`config.mk`:
```
export PLATFORM = sky130hd
export DESIGN_NAME = vga_frame_analyzer
export DESIGN_NICKNAME = d
export VERILOG_FILES = /design/src/rtl/vga_frame_analyzer.sv
export SDC_FILE = /design/constraint.sdc
export NUM_CORES = 1
export LEC_CHECK = 0
export BUFFER_PORTS_ARGS = -buffer_cell sky130_fd_sc_hd__buf_2
export CAP_MARGIN = 20
export CORE_MARGIN = 2
export CORE_UTILIZATION = 53
export CTS_CLUSTER_SIZE = 25
export DETAILED_ROUTE_END_ITERATION = 10
export PLACE_DENSITY = 0.81
export SLEW_MARGIN = 20
export SYNTH_ARGS = -nofsm -noshare
export SYNTH_HDL_FRONTEND = slang
export SYNTH_SLANG_ARGS = --single-unit
```
`constraint.sdc`:
```
create_clock -name vga_clk -period 2.4 [get_ports vga_clk]
set_input_delay 0.24 -clock vga_clk [delete_from_list [all_inputs] [get_ports vga_clk]]
set_output_delay 0.24 -clock vga_clk [all_outputs]
set_load 0.05 [all_outputs]
```
`src/rtl/vga_frame_analyzer.sv`:
```
// VGA receive-side frame analyzer: recovers line/frame timing, key-colour
// bounding box and timing lock from a raw HS/VS/blank_n/RGB pixel bus.
// Ports: vga_clk, reset (sync, active-low), HS, VS, blank_n, red/green/blue
// in; frame_valid, h_total, v_total, h_active, v_active, box_found,
// box_x0/y0/x1/y1, locked, sync_lost out (all registered).
module vga_frame_analyzer #(
  parameter bit SYNC_ACTIVE_LOW = 1'b1,
  parameter int KEY_THRESH      = 128,
  parameter int LOCK_FRAMES     = 3,
  parameter int TIMEOUT         = 1048576
) (
  input  logic        vga_clk,
  input  logic        reset,
  input  logic        HS,
  input  logic        VS,
  input  logic        blank_n,
  input  logic [7:0]  red,
  input  logic [7:0]  green,
  input  logic [7:0]  blue,
  output logic        frame_valid,
  output logic [10:0] h_total,
  output logic [10:0] v_total,
  output logic [10:0] h_active,
  output logic [10:0] v_active,
  output logic        box_found,
  output logic [10:0] box_x0,
  output logic [10:0] box_y0,
  output logic [10:0] box_x1,
  output logic [10:0] box_y1,
  output logic        locked,
  output logic        sync_lost
);

  localparam int TW = $clog2(TIMEOUT + 1);
  localparam int MW = $clog2(LOCK_FRAMES + 1);
  localparam logic [10:0] CMAX = 11'h7ff;

  typedef enum logic [1:0] {SEARCH, MEASURE, LOCKED} state_t;

  function automatic logic [10:0] sat_inc(input logic [10:0] v);
    return (v == CMAX) ? v : v + 11'd1;
  endfunction

  state_t          st;
  logic            hs1, vs1, bl1, hs2, vs2;
  logic [7:0]      r1, g1, b1;
  logic [10:0]     h_cnt, line_len, x, y, v_cnt, last_h_act;
  logic            line_act;
  logic            found;
  logic [10:0]     kx0, ky0, kx1, ky1;
  logic [TW-1:0]   to_cnt;
  logic [MW-1:0]   match_cnt;

  logic            hs_edge, vs_edge, key, timeout, same, lock_hit;
  logic [10:0]     line_len_n, v_cnt_n, y_n, last_h_n;
  logic            found_n;
  logic [10:0]     kx0_n, ky0_n, kx1_n, ky1_n;
  logic [MW-1:0]   mc_next;

  // Asserted level: XOR with the polarity flag turns active-low into high.
  assign hs_edge = (hs1 ^ SYNC_ACTIVE_LOW) & ~(hs2 ^ SYNC_ACTIVE_LOW);
  assign vs_edge = (vs1 ^ SYNC_ACTIVE_LOW) & ~(vs2 ^ SYNC_ACTIVE_LOW);
  assign key = bl1 && (int'(r1) >= KEY_THRESH)
            && (int'(g1) < KEY_THRESH) && (int'(b1) < KEY_THRESH);
  assign timeout = !vs_edge && (to_cnt == TW'(TIMEOUT - 1));

  // Next-state view of the frame accumulators, so a line ending on the
  // same cycle as VS is folded in before the frame is published.
  always_comb begin
    line_len_n = line_len;
    v_cnt_n    = v_cnt;
    y_n        = y;
    last_h_n   = last_h_act;
    if (hs_edge) begin
      line_len_n = sat_inc(h_cnt);
      v_cnt_n    = sat_inc(v_cnt);
      if (line_act) begin
        last_h_n = x;
        y_n      = sat_inc(y);
      end
    end
    found_n = found;
    kx0_n   = kx0;
    ky0_n   = ky0;
    kx1_n   = kx1;
    ky1_n   = ky1;
    if (key) begin
      found_n = 1'b1;
      if (!found || x < kx0) kx0_n = x;
      if (!found || y < ky0) ky0_n = y;
      if (!found || x > kx1) kx1_n = x;
      if (!found || y > ky1) ky1_n = y;
    end
    same = (line_len_n == h_total) && (v_cnt_n == v_total);
    if (!same)
      mc_next = MW'(1);
    else if (match_cnt >= MW'(LOCK_FRAMES))
      mc_next = match_cnt;
    else
      mc_next = match_cnt + MW'(1);
    lock_hit = (mc_next >= MW'(LOCK_FRAMES));
  end

  always_ff @(posedge vga_clk) begin
    if (!reset) begin
      st <= SEARCH;
      {hs1, vs1, bl1, hs2, vs2} <= '0;
      {r1, g1, b1} <= '0;
      h_cnt <= '0; line_len <= '0; x <= '0; y <= '0;
      v_cnt <= '0; last_h_act <= '0; line_act <= 1'b0;
      found <= 1'b0;
      {kx0, ky0, kx1, ky1} <= '0;
      to_cnt <= '0; match_cnt <= '0;
      frame_valid <= 1'b0;
      h_total <= '0; v_total <= '0;
      h_active <= '0; v_active <= '0;
      box_found <= 1'b0;
      {box_x0, box_y0, box_x1, box_y1} <= '0;
      locked <= 1'b0; sync_lost <= 1'b0;
    end else begin
      hs1 <= HS; vs1 <= VS; bl1 <= blank_n;
      r1 <= red; g1 <= green; b1 <= blue;
      hs2 <= hs1; vs2 <= vs1;
      h_cnt    <= hs_edge ? 11'd0 : sat_inc(h_cnt);
      line_len <= line_len_n;
      x        <= hs_edge ? 11'd0 : (bl1 ? sat_inc(x) : x);
      line_act <= hs_edge ? 1'b0 : (line_act | bl1);
      frame_valid <= 1'b0;
      if (vs_edge || timeout) begin
        y <= '0; v_cnt <= '0; last_h_act <= '0;
        found <= 1'b0;
        {kx0, ky0, kx1, ky1} <= '0;
        to_cnt <= '0;
      end else begin
        y <= y_n; v_cnt <= v_cnt_n; last_h_act <= last_h_n;
        found <= found_n;
        kx0 <= kx0_n; ky0 <= ky0_n; kx1 <= kx1_n; ky1 <= ky1_n;
        to_cnt <= to_cnt + TW'(1);
      end
      if (timeout) begin
        st <= SEARCH;
        match_cnt <= '0;
        locked <= 1'b0;
        sync_lost <= 1'b1;
      end else if (vs_edge) begin
        if (st == SEARCH) begin
          st <= MEASURE;
          match_cnt <= '0;
        end else begin
          frame_valid <= 1'b1;
          h_total  <= line_len_n;
          v_total  <= v_cnt_n;
          h_active <= last_h_n;
          v_active <= y_n;
          box_found <= found_n;
          box_x0 <= found_n ? kx0_n : 11'd0;
          box_y0 <= found_n ? ky0_n : 11'd0;
          box_x1 <= found_n ? kx1_n : 11'd0;
          box_y1 <= found_n ? ky1_n : 11'd0;
          unique case (st)
            MEASURE: begin
              match_cnt <= mc_next;
              if (lock_hit) begin
                st <= LOCKED;
                locked <= 1'b1;
              end
            end
            default: begin
              if (!same) begin
                st <= MEASURE;
                match_cnt <= MW'(1);
                locked <= 1'b0;
              end
            end
          endcase
        end
      end
    end
  end

endmodule

```
==> report_table.html <==
<table>
<tr><th>Metric</th><th>Value</th></tr>
<tr><th colspan="2">Setup path</th></tr>
<tr><td>Max Fanout on Critical Path</td><td>7</td></tr>
<tr><td>Buf/Inv on CP</td><td>1</td></tr>
<tr><td>WP data required</td><td>2.87 ns</td></tr>
<tr><td>Ordered list of cells on the worst path</td><td>buf_4 -&gt; a21oi_1 -&gt; mux2i_1 -&gt; o41ai_1 -&gt; a221oi_2 -&gt; nand4_1 -&gt; nor4_4 -&gt; nand2_2 -&gt; a311oi_2 -&gt; o21a_1</td></tr>
<tr><td>Slowest cell on the critical path</td><td>a221oi_2</td></tr>
<tr><td>Critical Path Start Type</td><td>flip-flop</td></tr>
<tr><td>Class of the most critical setup path</td><td>flip-flop to flip-flop</td></tr>
<tr><td>Arrival time at the worst endpoint</td><td>3.08 ns</td></tr>
<tr><td>CP max stage delay</td><td>0.40 ns</td></tr>
<tr><td>Endpoint type of the worst setup path</td><td>flip-flop</td></tr>
<tr><td>Cell family with the largest share of critical-path delay</td><td>compound AO/OA/AOI/OAI gates</td></tr>
<tr><th colspan="2">Clocking</th></tr>
<tr><td>H-tree depth</td><td>1</td></tr>
<tr><td>Number of buffers on the longest clock path</td><td>3</td></tr>
<tr><td>Cell at the root of the clock tree</td><td>clkbuf_16</td></tr>
<tr><td>CTS Sinks</td><td>237</td></tr>
<tr><td>Clk_lat worst skew</td><td>0.53 ns</td></tr>
<tr><td>CTS tree</td><td>built</td></tr>
<tr><td>TritonCTS Buffers</td><td>25</td></tr>
<tr><td>Post-CTS clock slew at the launch and capture registers of the worst setup and hold paths</td><td>0.07 ns</td></tr>
<tr><th colspan="2">Place</th></tr>
<tr><td>Post-place instance area</td><td>12800 um^2</td></tr>
<tr><td>Detailed placement HPWL</td><td>21200 um</td></tr>
<tr><td>Placer congestion estimate</td><td>0.939</td></tr>
<tr><td>Port-buffer cells</td><td>99</td></tr>
<tr><td>Post-placement cell count</td><td>1708</td></tr>
<tr><th colspan="2">Power</th></tr>
<tr><td>Switching part of the total power</td><td>0.218</td></tr>
<tr><td>LEAKAGE</td><td>6.22 nW</td></tr>
<tr><td>Comb power frac</td><td>0.046</td></tr>
<tr><td>Sequential power share</td><td>0.465</td></tr>
<tr><td>Clock network power share</td><td>0.489</td></tr>
<tr><td>Internal Pwr Total</td><td>6.71 mW</td></tr>
<tr><td>Reported net switching power</td><td>1.87 mW</td></tr>
<tr><td>Peak supply drop</td><td>0.000577 V</td></tr>
<tr><td>Total power divided by cell area</td><td>598 nW/um^2</td></tr>
<tr><th colspan="2">Layout</th></tr>
<tr><td>Most common cell after layout, fill and taps aside</td><td>dfxtp_1</td></tr>
<tr><td>Layout Cell Area excl Fill</td><td>14300 um^2</td></tr>
<tr><td>Utilization after layout</td><td>0.702</td></tr>
<tr><td>Net count of the finished layout</td><td>1560</td></tr>
<tr><td>Fraction of final layout cells with drive strength greater than 1</td><td>0.260</td></tr>
<tr><td>Layout filler cell count</td><td>1538</td></tr>
<tr><td>Multi-input logic area</td><td>6340 um^2</td></tr>
<tr><td>Sequential standard cell area</td><td>4770 um^2</td></tr>
<tr><td>Syn-to-layout area delta</td><td>29.0%</td></tr>
<tr><td>Diodes inserted</td><td>0</td></tr>
<tr><td>Most used cells in the layout excluding fill and tap cells</td><td>217 x dfxtp_1, 147 x nor2_1, 136 x buf_4</td></tr>
<tr><td>Non-filler instance count after layout</td><td>1773</td></tr>
<tr><th colspan="2">Outcome</th></tr>
<tr><td>Outcome</td><td>complete, but fails checks</td></tr>
<tr><td>Violated checks</td><td>setup timing</td></tr>
<tr><th colspan="2">Synthesis</th></tr>
<tr><td>Primary FF master, synth</td><td>dfxtp_1</td></tr>
<tr><td>Count of flip-flops with a built-in enable after synthesis</td><td>0</td></tr>
<tr><td>Number of instances in the synthesized netlist</td><td>1282</td></tr>
<tr><td>Cell area after synthesis</td><td>11100 um^2</td></tr>
<tr><td>Warnings, synthesis</td><td>0</td></tr>
<tr><td>Unique masters post-synth</td><td>70</td></tr>
<tr><td>Area share of the largest cell type after synthesis</td><td>0.427</td></tr>
<tr><td>Number of storage elements in the synthesis netlist</td><td>237</td></tr>
<tr><td>Share of async-settable or async-resettable flops after synthesis</td><td>0</td></tr>
<tr><td>Post-synthesis sequential area ratio</td><td>0.427</td></tr>
<tr><td>Avg Cell Area, Syn</td><td>8.67 um^2</td></tr>
<tr><td>Mapped Nets</td><td>1358</td></tr>
<tr><td>Cell accounting for the most synthesized area</td><td>dfxtp_1</td></tr>
<tr><td>Main area contributors after synthesis</td><td>dfxtp_1 43%, ha_1 5.3%, nor2_1 5.1%</td></tr>
<tr><th colspan="2">Flow run</th></tr>
<tr><td>Max-cap check violation count</td><td>0</td></tr>
<tr><th colspan="2">Global route</th></tr>
<tr><td>Global-route congestion overflow total</td><td>0</td></tr>
<tr><td>Via count of the first global-routing pass</td><td>9831</td></tr>
<tr><td>Largest net degree at the start of global routing</td><td>81</td></tr>
<tr><td>Global-route wire length before repair</td><td>48500 um</td></tr>
<tr><td>Initial antenna violation count</td><td>0</td></tr>
<tr><td>Tot GR Track Use</td><td>0.267</td></tr>
<tr><th colspan="2">Timing</th></tr>
<tr><td>Setup violations, final</td><td>5</td></tr>
<tr><td>Final hold violation count</td><td>0</td></tr>
<tr><td>Worst Hold Margin</td><td>0.255 ns</td></tr>
<tr><td>Final max-slew violation count</td><td>0</td></tr>
<tr><td>Slew headroom</td><td>0.421</td></tr>
<tr><td>Fmax</td><td>0.383 GHz</td></tr>
<tr><td>RSZ-0062 raised after global routing</td><td>true</td></tr>
<tr><td>Final critical-path setup slack</td><td>-0.212 ns</td></tr>
<tr><td>Transition at the pin with the smallest max-transition slack</td><td>0.868 ns</td></tr>
<tr><td>Fin crit period</td><td>2.61 ns</td></tr>
<tr><td>Worst clock skew</td><td>0.0153 ns</td></tr>
<tr><td>Final clock period utilization by the worst path</td><td>1.09</td></tr>
<tr><th colspan="2">Route</th></tr>
<tr><td>DRT antenna net count</td><td>0</td></tr>
<tr><td>First drt pass iteration count</td><td>5</td></tr>
<tr><td>Vias</td><td>10199</td></tr>
<tr><td>Drt initial violations</td><td>577</td></tr>
<tr><td>Routed len/inst</td><td>17.6 um</td></tr>
<tr><td>Final WL</td><td>31300 um</td></tr>
<tr><td>Final routed DRC violation total</td><td>0</td></tr>
<tr><td>Via/cell ratio</td><td>5.75</td></tr>
<tr><th colspan="2">Floorplan</th></tr>
<tr><td>Cell row count</td><td>52</td></tr>
<tr><td>Die X</td><td>149 um</td></tr>
<tr><td>I/O pins</td><td>121</td></tr>
<tr><td>Die extent in y</td><td>149 um</td></tr>
<tr><td>Initial Utilization</td><td>0.544</td></tr>
<tr><td>Die footprint</td><td>22200 um^2</td></tr>
<tr><td>Core footprint</td><td>20400 um^2</td></tr>
<tr><th colspan="2">Hold path</th></tr>
<tr><td>Worst min-delay path category</td><td>primary input to flip-flop</td></tr>
</table>
cell type report:
cell class,instances,area share
Sequential cell,237,0.333
Tap cell,270,0.0236
Clock inverter,13,0.0140
Timing Repair Buffer,257,0.126
Multi-Input combinational cell,910,0.442
Clock buffer,33,0.0485
Inverter,53,0.0139
sequential cells by signal (all words and copies together), names as in the netlist, 2 cells and up:
register    cells
ky0            11
box_y1         11
h_total        11
kx1            11
to_cnt         21
v_active       11
kx0            11
box_x0         11
y              11
v_cnt          11
ky1            11
st              2
box_x1         11
line_len       11
h_active       11
match_cnt       2
x              11
v_total        11
last_h_act     11
h_cnt          11
box_y0         11
repair_timing:
action                     in CTS  in global routing
hold endpoints to repair        6                  0
pin swaps                      12                 26
setup endpoints to repair      17                126
hold buffers                    6                  0
buffers inserted                4                  6
gates resized for setup        24                106
gates cloned                    0                  4
synth_stat cells, types with 7 or more instances:
cell / n
buf_1: 9
a21o_1: 9
a21boi_0: 8
a221o_1: 22
nor3_1: 32
buf_2: 10
nand2_1: 133
or3_1: 9
inv_1: 53
and4_1: 8
nand2b_1: 17
a31oi_1: 7
and3_1: 26
o21ai_0: 61
nor2b_1: 13
clkbuf_1: 61
ha_1: 47
mux2i_1: 53
xor2_1: 29
nor2_1: 150
nand3_1: 43
dfxtp_1: 237
and2_1: 30
nand4_1: 30
a21oi_1: 41
o21a_1: 13
o211a_1: 30
xnor2_1: 24
worst register-to-register path, stage by stage, from the launching register on:
cell      delay [ns]
dfxtp_1         0.39
buf_4           0.17
a21oi_1         0.07
mux2i_1         0.22
o41ai_1         0.18
a221oi_2        0.40
nand4_1         0.20
nor4_4          0.34
nand2_2         0.15
a311oi_2        0.27
o21a_1          0.15
layer usage:
metal / routed length [um] / vias up / track usage / part of all wire
met2: 15000 / 344 / 0.462 / 0.48
met3: 2000 / 93 / 0.0364 / 0.064
li1: - / 4900 / - / -
met5: 0 / - / 0 / 0
met4: 1140 / 0 / 0.0981 / 0.037
met1: 13200 / 4862 / 0.341 / 0.42
final timing paths:
kind	startpoint	to	slack, ns	cells after the start
worst min-delay path	reset	h_active[1]	0.26	3
worst max register to register	h_cnt[9]	locked	-0.21	10
worst max-delay path	h_cnt[9]	locked	-0.21	10
worst min register to register	box_x1[6]	box_x1[6]	0.45	2
logic make-up after synthesis:
family / Yosys count / share of synthesized area
compound gates: 242 / 0.157
xor+xnor: 53 / 0.0418
fa+ha+maj: 47 / 0.0529
buf+inv: 136 / 0.0481
flops: 237 / 0.427
mux: 54 / 0.0497
simple gates: 513 / 0.223
power by group through the flow:
| stage | Clock (mW) | Sequential, mW | Combinational, mW |
|---|---|---|---|
| after global routing | 4.38 | 3.99 | 0.426 |
| after floorplan | 0 | 4.09 | 0.208 |
| after CTS | 4.24 | 3.99 | 0.371 |
| final | 4.19 | 3.99 | 0.397 |
| after detailed placement | 0 | 4.07 | 0.349 |
| after global placement | 0 | 4.07 | 0.343 |
per-stage QoR:
stage / power (mW) / setup WS, ns / TNS (ns)
2_1_floorplan: 4.29 / -0.0135 / -0.0135
3_3_place_gp: 4.41 / -0.202 / -0.704
3_5_place_dp: 4.42 / -0.248 / -1.34
4_1_cts: 8.59 / -0.145 / -0.357
5_1_grt: 8.80 / -0.262 / -1.19
6_report: 8.58 / -0.212 / -0.629
Power figures use the tool's default switching activity.
